<file path="config.mk">
export PLATFORM = sky130hd
export DESIGN_NAME = alu_issue_ctrl
export DESIGN_NICKNAME = d
export VERILOG_FILES = /design/src/rtl/alu_issue_ctrl.sv
export SDC_FILE = /design/constraint.sdc
export NUM_CORES = 1
export LEC_CHECK = 0
export BUFFER_PORTS_ARGS = -buffer_cell sky130_fd_sc_hd__buf_2
export CORE_MARGIN = 1.5
export CORE_UTILIZATION = 41
export CTS_BUF_LIST = sky130_fd_sc_hd__clkbuf_8
export CTS_CLUSTER_DIAMETER = 200
export DETAILED_ROUTE_END_ITERATION = 16
export HOLD_SLACK_MARGIN = 0.05
export PLACE_DENSITY = 0.77
export SETUP_SLACK_MARGIN = 0.3
export SYNTH_ARGS = -nofsm -noshare
export SYNTH_HDL_FRONTEND = slang
export SYNTH_SLANG_ARGS = --single-unit
</file>
<file path="constraint.sdc">
create_clock -name clk -period 1.7 [get_ports clk]
set_clock_uncertainty 0.05 [all_clocks]
set_input_delay 0.17 -clock clk [delete_from_list [all_inputs] [get_ports clk]]
set_output_delay 0.17 -clock clk [all_outputs]
set_load 0.02 [all_outputs]
</file>
<file path="src/rtl/alu_issue_ctrl.sv">
// alu_issue_ctrl: issues one ALU operation at a time, waits SETTLE_CYC cycles, captures and returns the result.
module alu_issue_ctrl #(
    parameter int unsigned SETTLE_CYC = 2
) (
    input  logic        clk,
    input  logic        rst_n,
    input  logic        cmd_valid,
    output logic        cmd_ready,
    input  logic [3:0]  cmd_op,
    input  logic [31:0] cmd_a,
    input  logic [31:0] cmd_b,
    output logic        alu_rst_n,
    output logic [31:0] alu_src1,
    output logic [31:0] alu_src2,
    output logic [3:0]  alu_ctrl,
    output logic [2:0]  alu_bonus,
    input  logic [31:0] alu_result,
    input  logic        alu_zero,
    input  logic        alu_cout,
    input  logic        alu_ovf,
    output logic        rsp_valid,
    input  logic        rsp_ready,
    output logic [31:0] rsp_result,
    output logic        rsp_zero,
    output logic        rsp_cout,
    output logic        rsp_ovf,
    output logic        rsp_err
);
    typedef enum logic [2:0] {IDLE, ISSUE, SETTLE, CAPTURE, RESP} state_t;
    state_t      state, state_nxt;
    logic [3:0]  cnt;
    logic [6:0]  op_map;
    logic        legal, accept;
    assign legal     = cmd_op < 4'd12;
    assign cmd_ready = state == IDLE;
    assign accept    = cmd_valid && cmd_ready;
    assign rsp_valid = state == RESP;
    assign alu_rst_n = state == ISSUE || state == SETTLE || state == CAPTURE;
    always_comb begin
        op_map = 7'b0000_000;
        case (cmd_op)
            4'd1:    op_map = 7'b0001_000;
            4'd2:    op_map = 7'b0010_000;
            4'd3:    op_map = 7'b0110_000;
            4'd4:    op_map = 7'b1100_000;
            4'd5:    op_map = 7'b1101_000;
            4'd6:    op_map = 7'b0111_000;
            4'd7:    op_map = 7'b0111_001;
            4'd8:    op_map = 7'b0111_010;
            4'd9:    op_map = 7'b0111_011;
            4'd10:   op_map = 7'b0111_110;
            4'd11:   op_map = 7'b0111_100;
            default: op_map = 7'b0000_000;
        endcase
    end
    always_comb begin
        state_nxt = IDLE;
        case (state)
            IDLE:    state_nxt = accept ? (legal ? ISSUE : RESP) : IDLE;
            ISSUE:   state_nxt = SETTLE;
            SETTLE:  state_nxt = cnt == 4'd0 ? CAPTURE : SETTLE;
            CAPTURE: state_nxt = RESP;
            RESP:    state_nxt = rsp_ready ? IDLE : RESP;
            default: state_nxt = IDLE;
        endcase
    end
    always_ff @(posedge clk) begin
        if (!rst_n || !(state inside {IDLE, ISSUE, SETTLE, CAPTURE, RESP})) begin
            state      <= IDLE;
            cnt        <= 4'd0;
            alu_src1   <= 32'd0;
            alu_src2   <= 32'd0;
            alu_ctrl   <= 4'd0;
            alu_bonus  <= 3'd0;
            rsp_result <= 32'd0;
            rsp_zero   <= 1'b0;
            rsp_cout   <= 1'b0;
            rsp_ovf    <= 1'b0;
            rsp_err    <= 1'b0;
        end else begin
            state <= state_nxt;
            if (state == IDLE && accept && legal) begin
                alu_src1               <= cmd_a;
                alu_src2               <= cmd_b;
                {alu_ctrl, alu_bonus}  <= op_map;
            end
            // Illegal opcodes skip the ALU and report an error response directly.
            if (state == IDLE && accept && !legal)
                {rsp_err, rsp_ovf, rsp_cout, rsp_zero, rsp_result} <= {1'b1, 35'd0};
            if (state == ISSUE)
                cnt <= 4'(SETTLE_CYC - 1);
            if (state == SETTLE && cnt != 4'd0)
                cnt <= cnt - 4'd1;
            if (state == CAPTURE)
                {rsp_err, rsp_ovf, rsp_cout, rsp_zero, rsp_result} <= {1'b0, alu_ovf, alu_cout, alu_zero, alu_result};
        end
    end
endmodule

</file>
Word level (Yosys, flattened, before mapping)
Memory sizes are Yosys's and may differ from the RTL's. A register that Yosys moved wholly into a read port is not among the register bits.
Index checks and enable logic that the tools add are counted.
- register bits: 107
- latch bits: 0
- memory bits (writable): 0
- memory bits (read-only): 112
- input port bits: 107
- output and inout port bits: 110
- word-level logic and storage cells: 47
- memories kept: 1
- add/subtract/negate cells: 1
- multiply operators: 0
- divide/modulo/power cells: 0
- magnitude comparators: 1
- eq/ne operators: 4
- shifts and indexed selects: 0
- muxes and demuxes: 13
- bitwise operators: 0
- reductions and logical operators: 18
- memory list (name ; depth ; width ; read ports ; clocked after memory_dff ; write ports ; RTL line ; source):
    (name not given) ; 16 ; 7 ; 1 ; 1 ; 0 ; 41 ; case (cmd_op)
- operators with widths (operator ; count):
    32-bit 2-to-1 mux ; 2
    3-bit one-hot mux with 5 select lines ; 1
    3-bit 2-to-1 mux ; 3
    4-bit 2-to-1 mux ; 2
    3-bit by 2-bit equality test with 1-bit output, second input constant ; 2
    1-bit logical AND ; 5
    1-bit 2-to-1 mux ; 5
    5-bit nonzero test ; 1
    4-bit zero test ; 1
    4-bit < comparator, second input constant ; 1
    2-bit nonzero test ; 2
    4-bit nonzero test ; 1
    4-bit by 1-bit subtractor with 4-bit output, second input constant ; 1
    3-bit by 1-bit equality test with 1-bit output, second input constant ; 1
    3-bit equality test, second input constant ; 1
    1-bit zero test ; 3
    3-bit zero test ; 1
    1-bit logical OR ; 3
    2-bit OR reduction ; 1

Longest topological paths before layout
Gate-level depths: netlist of the first run.
- depth in word-level cells: 6
- mapped depth: 9
- gate-level depth less buffers: 6

Worst setup path before layout of the first run
No wires, ideal clock.
- path type: flip-flop to flip-flop
- start: register state[2]
- end: register alu_src2[1]
- library setup time: 0.132 ns
- arrival time: 1.700 ns
- required time: 1.518 ns
- path slack: -0.182 ns
- stages on the path, launching flop included: 10
- buffers on the path: 5
- period minus slack after synthesis: 1.882 ns
- path through: dfxtp_1 > buf_6 > or4b_1 > buf_2 > nand2b_1 > buf_2 > buf_6 > buf_6 > nand2_1 > a21oi_1
- longest elaborated chain between the ends: 4
- elaborated cells between the ends (all ways): 11
- classes of those cells: 4 x eq/ne; 7 x reduce/logical
- RTL lines (element ; RTL line ; source):
    start, declared ; 30 ; state_t state, state_nxt;
    start signal, assigned ; 81 ; state <= state_nxt;
    3-bit by 1-bit equality test with 1-bit output (tied with other cells) ; 68 ; if (!rst_n || !(state inside {IDLE, ISSUE, SETTLE, CAPTURE, RESP})) begin
    5-bit nonzero test / 1-bit logical AND (equally long branches) ; 68, 36 ;
    1-bit zero test / 1-bit logical AND (equally long branches) ; 68, 82 ;
    1-bit logical OR / 1-bit logical AND (equally long branches) ; 68, 82 ;
    end signal, assigned ; 84 ; alu_src2 <= cmd_b;
    end, declared ; 14 ; output logic [31:0] alu_src2,
Several ways; a longest one is shown, not always the timed one.
A chain may end at the register's enable or synchronous reset.

Final worst setup path of the first run
- start: register state[0]
- end: register alu_src1[0]
- longest elaborated chain between the ends: 4
- elaborated cells between the ends (all ways): 11
- classes of those cells: 4 x eq/ne; 7 x reduce/logical
- RTL lines (element ; RTL line ; source):
    3-bit by 1-bit equality test with 1-bit output (tied with other cells) ; 68 ;
    5-bit nonzero test / 1-bit logical AND (equally long branches) ; 68, 36 ;
    1-bit zero test / 1-bit logical AND (equally long branches) ; 68, 82 ;
    1-bit logical OR / 1-bit logical AND (equally long branches) ; 68, 82 ;
    end signal, assigned ; 83 ; alu_src1 <= cmd_a;
    end, declared ; 13 ; output logic [31:0] alu_src1,
Several ways; a longest one is shown, not always the timed one.

==> flow_summary.toml, run 1 <==
[run_status]
status = "finished with violations"
violations = "setup timing"

[drt]
vias = 5271
wl_per_cell_um = 20.7
wirelength_um = 20000
drc = 0
first_pass_iters = 5
first_iter_violations = 250
vias_per_cell = 5.47
ant_nets = 0

[placed_design]
dp_hpwl_um = 7960
io_buffers = 216
routabilityCongestion = 0.815
placed_cell_area_mm2 = 0.00535
place_inst = 781

[synth]
avgSynthCellArea_um2 = 8.93
syn_area_mm2 = 0.00399
synth.area.top_cells = "dfxtp_1 (57%), nand2_1 (13%), a21oi_1 (8.6%), a22o_1 (7.7%), buf_2 (1.8%)"
synthCells = 447
synth_top_area_share_pct = 57.1
seq_area_frac_synth_pct = 57.1
synth_top_area_cell = "dfxtp_1"
ys_seq_elements = 114
yosysWarnings = 0
yosysUniqueCellTypes = 38
postSynthNetCount = 555

[timing]
clock.fmax_mhz = 527
rsz0062_at_grt = "true"
setup_viol = 77
setup-tns-final_ps = -6400
drv_slew = 0
fin_ws_ps = -198
slew_headroom_pct = 75.8
period_needed_ps = 1900
worst_hold_slack_ps = 129
tightest_slew_ps = 360
finalHoldViolations = 0
finalCritPeriodShare_pct = 112

[clock_network]
cts_buffers = 17
clockBufferDepth = 2
cts_tree = "yes"
clk_latency_ps = 430
htreeDepth = 4
clk_pin_slew_worst_paths_ps = 80
clock_sinks = 114
cts_root_buf = "clkbuf_8"

[final_layout]
layout.nets = 930
antenna_cells = 0
drive_gt1_share_pct = 56.0
area_growth_pct = 109
layoutNonFillerInstCount = 964
layout_commonest_cell = "buf_2"
final_cell_mix = "buf_2 (213), dfxtp_1 (109), dlygate4sd3_1 (103)"
fin_area_mm2 = 0.00833
num-fill-cells = 406

[floorplan]
die_x_um = 102
rows = 35
die_y_um = 102
dieArea_mm2 = 0.0103
start_util_pct = 42.8
top_level_ports = 217
core_mm2 = 0.00933

[power_and_ir_drop]
power_leakage_nw = 3.88
power_density_mw_per_mm2 = 1040
irDropWorstVdd_mv = 0.785
p_total_mw = 8.67

[global_routing]
grt_start_max_net_pins = 46
grtUsageTotal_pct = 30.6
antenna_found_initial = 0
grt_pass1_vias = 4988
grt_first_pass_wirelength_um = 24200
gr-total-overflow = 0

[setup_path]
cp-startpoint = "state[0]$_SDFF_PP0_"
worst_ep_arrival_time_ps = 2190
cp_max_fo = 7
critPathCapture = "alu_src1[0]$_SDFFE_PP0P_"
required_ps = 1990
ff2ff_setup_slack_ps = -200
reg2reg_to = "alu_src1[0]$_SDFFE_PP0P_"
rr_startpoint = "state[0]$_SDFF_PP0_"
reg2regPathDepth = 7
critPathKind = "reg -> reg"
cp-end-kind = "flop"
start_kind = "flop"

[hold_path]
min_path_type = "in -> reg"
hp-start = "cmd_op[1]"

[flow_run]
cap_violations = 0
[through the flow]
step	util, %	setup slack [ps]
after floorplan	-	-138
after global placement	57.3	-361
after detailed placement	57.3	-468
after CTS	79.8	-61.7
after global routing	89.3	-235
final	89.3	-198
[worst max-delay path: stages (launching register included)]
cell and delay [ps]:
dfxtp_2 330, or4b_4 580, a21oi_4 190, buf_6 130, buf_12 130, buf_16 150
nand2_1 80, a21oi_1 160
[layer usage]
layer / track usage, % / up-vias / wire [um]
li1: - / 2294 / -
met5: 0 / - / 0
met1: 30.5 / 2495 / 6830
met4: 17.7 / 0 / 1020
met3: 11.0 / 106 / 1790
met2: 54.8 / 376 / 10300
[repair_timing]
item | in CTS | in global routing
hold endpoints to repair | 102 | 0
hold buffers | 103 | 0
setup buffers | 14 | 11
cloned | 12 | 11
endpoints found under the setup margin | 114 | 116
gates resized for setup | 80 | 156
pin swaps | 70 | 68
[cell usage after synthesis]
master     number
a31oi_1         2
ha_1            1
xor2_1          1
a22oi_1         1
a221oi_1        1
mux2_2          1
nor2_1         15
or3b_2          1
a21oi_1        69
nor3b_1         1
nor2b_1         2
dfxtp_1       114
buf_2          14
or4b_1          1
o21a_1          1
a2111oi_0       1
nor3_1          6
o21ai_1         1
nor4b_1         1
buf_1           3
nand2_1       135
a32oi_1         2
buf_4           1
clkbuf_1       13
nand3_1         2
a2bb2oi_1       1
nand2b_1        2
a21oi_4         1
or3_1           2
and3_1          1
o21ai_0         2
a22o_1         35
buf_6           5
a32o_1          1
and4_1          1
nor2_2          1
nand4_1         2
inv_1           3
[worst min-delay path by stage]
stage / endpoint / cells past startpoint
after detailed placement: rsp_result[28]$_SDFFE_PP0P_ / 2
after floorplan: state[2]$_SDFF_PP0_ / 1
after global placement: rsp_result[26]$_SDFFE_PP0P_ / 2
after global routing: alu_bonus[2]$_SDFFE_PP0P_ / 3
final: alu_bonus[2]$_SDFFE_PP0P_ / 3
after CTS: alu_bonus[2]$_SDFFE_PP0P_ / 3
[flip-flops by register name (all words and copies together), names as in the netlist, 3 cells and up]
name	cells
alu_ctrl	4
state	3
alu_bonus	3
cnt	4
rsp_result	32
alu_src2	32
alu_src1	32
[cell type report]
type                            count  area [um2]  share of cell area, %
Multi-Input combinational cell    301        2320                   27.8
Clock inverter                     13         184                   2.21
Timing Repair Buffer              385        3100                   37.2
Sequential cell                   114        2290                   27.5
Inverter                            3        16.3                  0.195
Tap cell                          129         161                   1.94
Clock buffer                       19         262                   3.14
[report_power, final]
group          switching, mW  internal [mW]  leakage, nW
clock network           1.20           1.68        0.223
registers              0.143           2.87        0.930
logic                   1.48           1.30         2.73
[logic make-up after synthesis]
logic type,synth area share [%]
adder cells (fa/ha/maj),0.313
multiplexers,0.282
AO/OA/AOI/OAI,19.1
flip-flops,57.1
AND/OR/NAND/NOR,17.8
buffers and inverters,5.14
XOR/XNOR,0.219
Power figures use the tool's default switching activity.
==> inputs of run 2 (changes only) <==
==> config.mk (replaced) <==
export PLATFORM = sky130hd
export DESIGN_NAME = alu_issue_ctrl
export DESIGN_NICKNAME = d
export VERILOG_FILES = /design/src/rtl/alu_issue_ctrl.sv
export SDC_FILE = /design/constraint.sdc
export NUM_CORES = 1
export LEC_CHECK = 0
export BUFFER_PORTS_ARGS = -buffer_cell sky130_fd_sc_hd__clkbuf_2
export CORE_MARGIN = 1.5
export CORE_UTILIZATION = 49
export CTS_BUF_LIST = sky130_fd_sc_hd__clkbuf_8
export CTS_CLUSTER_DIAMETER = 200
export DETAILED_ROUTE_END_ITERATION = 16
export HOLD_SLACK_MARGIN = 0.05
export PLACE_DENSITY = 0.87
export SETUP_SLACK_MARGIN = 0.3
export SYNTH_ARGS = -nofsm -noshare
export SYNTH_HDL_FRONTEND = slang
export SYNTH_SLANG_ARGS = --single-unit
==> constraint.sdc (replaced) <==
create_clock -name clk -period 2.4 [get_ports clk]
set_clock_uncertainty 0.05 [all_clocks]
set_input_delay 0.24 -clock clk [delete_from_list [all_inputs] [get_ports clk]]
set_output_delay 0.24 -clock clk [all_outputs]
set_load 0.02 [all_outputs]
==> flow_summary.toml, run 2 (synthesized netlist as in run 1, its figures left out) <==
[setup_path]
ff2ff_setup_slack_ps = 410
cp_max_fo = 27
start_kind = "flop"
cp-end-kind = "flop"
reg2regPathDepth = 5
crit_path_top_delay_cell = "or4b_4"
critPathKind = "reg -> reg"
rr_startpoint = "state[1]$_SDFF_PP0_"
worst_ep_arrival_time_ps = 2240
required_ps = 2650
critPathCapture = "alu_src1[1]$_SDFFE_PP0P_"
crit_path_max_incr_delay_ps = 600
cp-startpoint = "state[1]$_SDFF_PP0_"
reg2reg_to = "alu_src1[1]$_SDFFE_PP0P_"
path_cells = "or4b_4 -> a21oi_4 -> buf_6 -> nand2_1 -> a21oi_1"

[flow_run]
cap_violations = 0

[placed_design]
dp_hpwl_um = 7590
place_inst = 736
io_buffers = 216
routabilityCongestion = 0.918

[final_layout]
layout_commonest_cell = "clkbuf_2"
layout.nets = 861
antenna_cells = 0
layoutNonFillerInstCount = 868
fin_util_pct = 83.7
drive_gt1_share_pct = 34.3
final_cell_mix = "clkbuf_2 (216), nand2_1 (135), dfxtp_1 (114)"
reg_top3 = "alu_src1 (32), alu_src2 (32), rsp_result (32)"
area_growth_pct = 63.7

[clock_network]
clk_latency_ps = 410
cts_tree = "yes"
clk_pin_slew_worst_paths_ps = 80
cts_buffers = 17
cts_root_buf = "clkbuf_8"
htreeDepth = 4
clock_sinks = 114
clockBufferDepth = 2

[global_routing]
grt_start_max_net_pins = 70
grt_first_pass_wirelength_um = 22700
antenna_found_initial = 0
grtUsageTotal_pct = 34.0
gr-total-overflow = 0
grt_pass1_vias = 4666

[floorplan]
core_mm2 = 0.00781
top_level_ports = 217
die_x_um = 93.3
rows = 32
start_util_pct = 51.2
dieArea_mm2 = 0.00870
die_y_um = 93.3

[timing]
finalHoldViolations = 0
rsz0062_at_grt = "false"
period_needed_ps = 1990
slew_headroom_pct = 60.6
clock.fmax_mhz = 502
tightest_slew_ps = 591
setup-tns-final_ps = 0
finalCritPeriodShare_pct = 83.0
setup_viol = 0
drv_slew = 0

[power_and_ir_drop]
irDropWorstVdd_mv = 0.428
p_total_mw = 5.13
power_leakage_nw = 3.02
power_density_mw_per_mm2 = 785

[drt]
vias_per_cell = 5.42
first_iter_violations = 275
wirelength_um = 14800
wl_per_cell_um = 17.1
ant_nets = 0
drc = 0
first_pass_iters = 7
vias = 4705

[hold_path]
hp-start = "cmd_valid"
min_path_type = "in -> reg"

[run_status]
status = "finished, final reports clean"
-- run 2: stage by stage --
step / area [um2] / hold slack (ps) / worst slack (ps)
after floorplan: 3990 / 302 / 518
after global placement: 5100 / 390 / 408
after detailed placement: 5100 / 397 / 377
after CTS: 6530 / 57.5 / 400
after global routing: 6540 / 90.5 / 324
final: 6540 / 101 / 408
-- run 2: timing repair --
item,4_1_cts,5_1_grt
setup buffers,0,0
endpoints found under the hold margin,100,0
setup endpoints to repair,1,2
hold buffers,100,0
resized for setup,1,1
-- run 2: final cells by class --
cell class	count	area [um2]
Sequential cell	114	2280
Tap cell	102	128
Clock buffer	17	234
Fill cell	422	1270
Inverter	3	11.3
Clock inverter	15	193
Timing Repair Buffer	323	2160
Multi-Input combinational cell	294	1530
-- run 2: worst min path at each step --
stage | end | slack [ps] | cells after the start
floorplan | state[2]$_SDFF_PP0_ | 300 | 1
global placement | alu_bonus[0]$_SDFFE_PP0P_ | 390 | 2
detailed placement | alu_src2[8]$_SDFFE_PP0P_ | 400 | 2
CTS | alu_src1[1]$_SDFFE_PP0P_ | 60 | 3
global route | state[2]$_SDFF_PP0_ | 90 | 3
finish | state[2]$_SDFF_PP0_ | 100 | 3
-- run 2: routing by layer --
metal	track usage (%)	wire [um]
met5	0	0
met4	24.9	1020
met3	10.7	1280
met2	60.0	7640
met1	33.0	4890
-- run 2: worst max-delay path, delay by kind of cell, from the launching register on --
| family | cells | cell delay [ps] |
|---|---|---|
| and+or+nand+nor | 2 | 690 |
| DFF | 1 | 450 |
| AOI/OAI and AO/OA | 2 | 440 |
| buffers and inverters | 1 | 240 |
-- run 2: report_power, final --
| part | internal [mW] | switching, mW | total [mW] |
|---|---|---|---|
| registers | 2.03 | 0.0992 | 2.13 |
| clock network | 1.06 | 0.881 | 1.94 |
| logic | 0.422 | 0.635 | 1.06 |
| total | 3.51 | 1.62 | 5.13 |
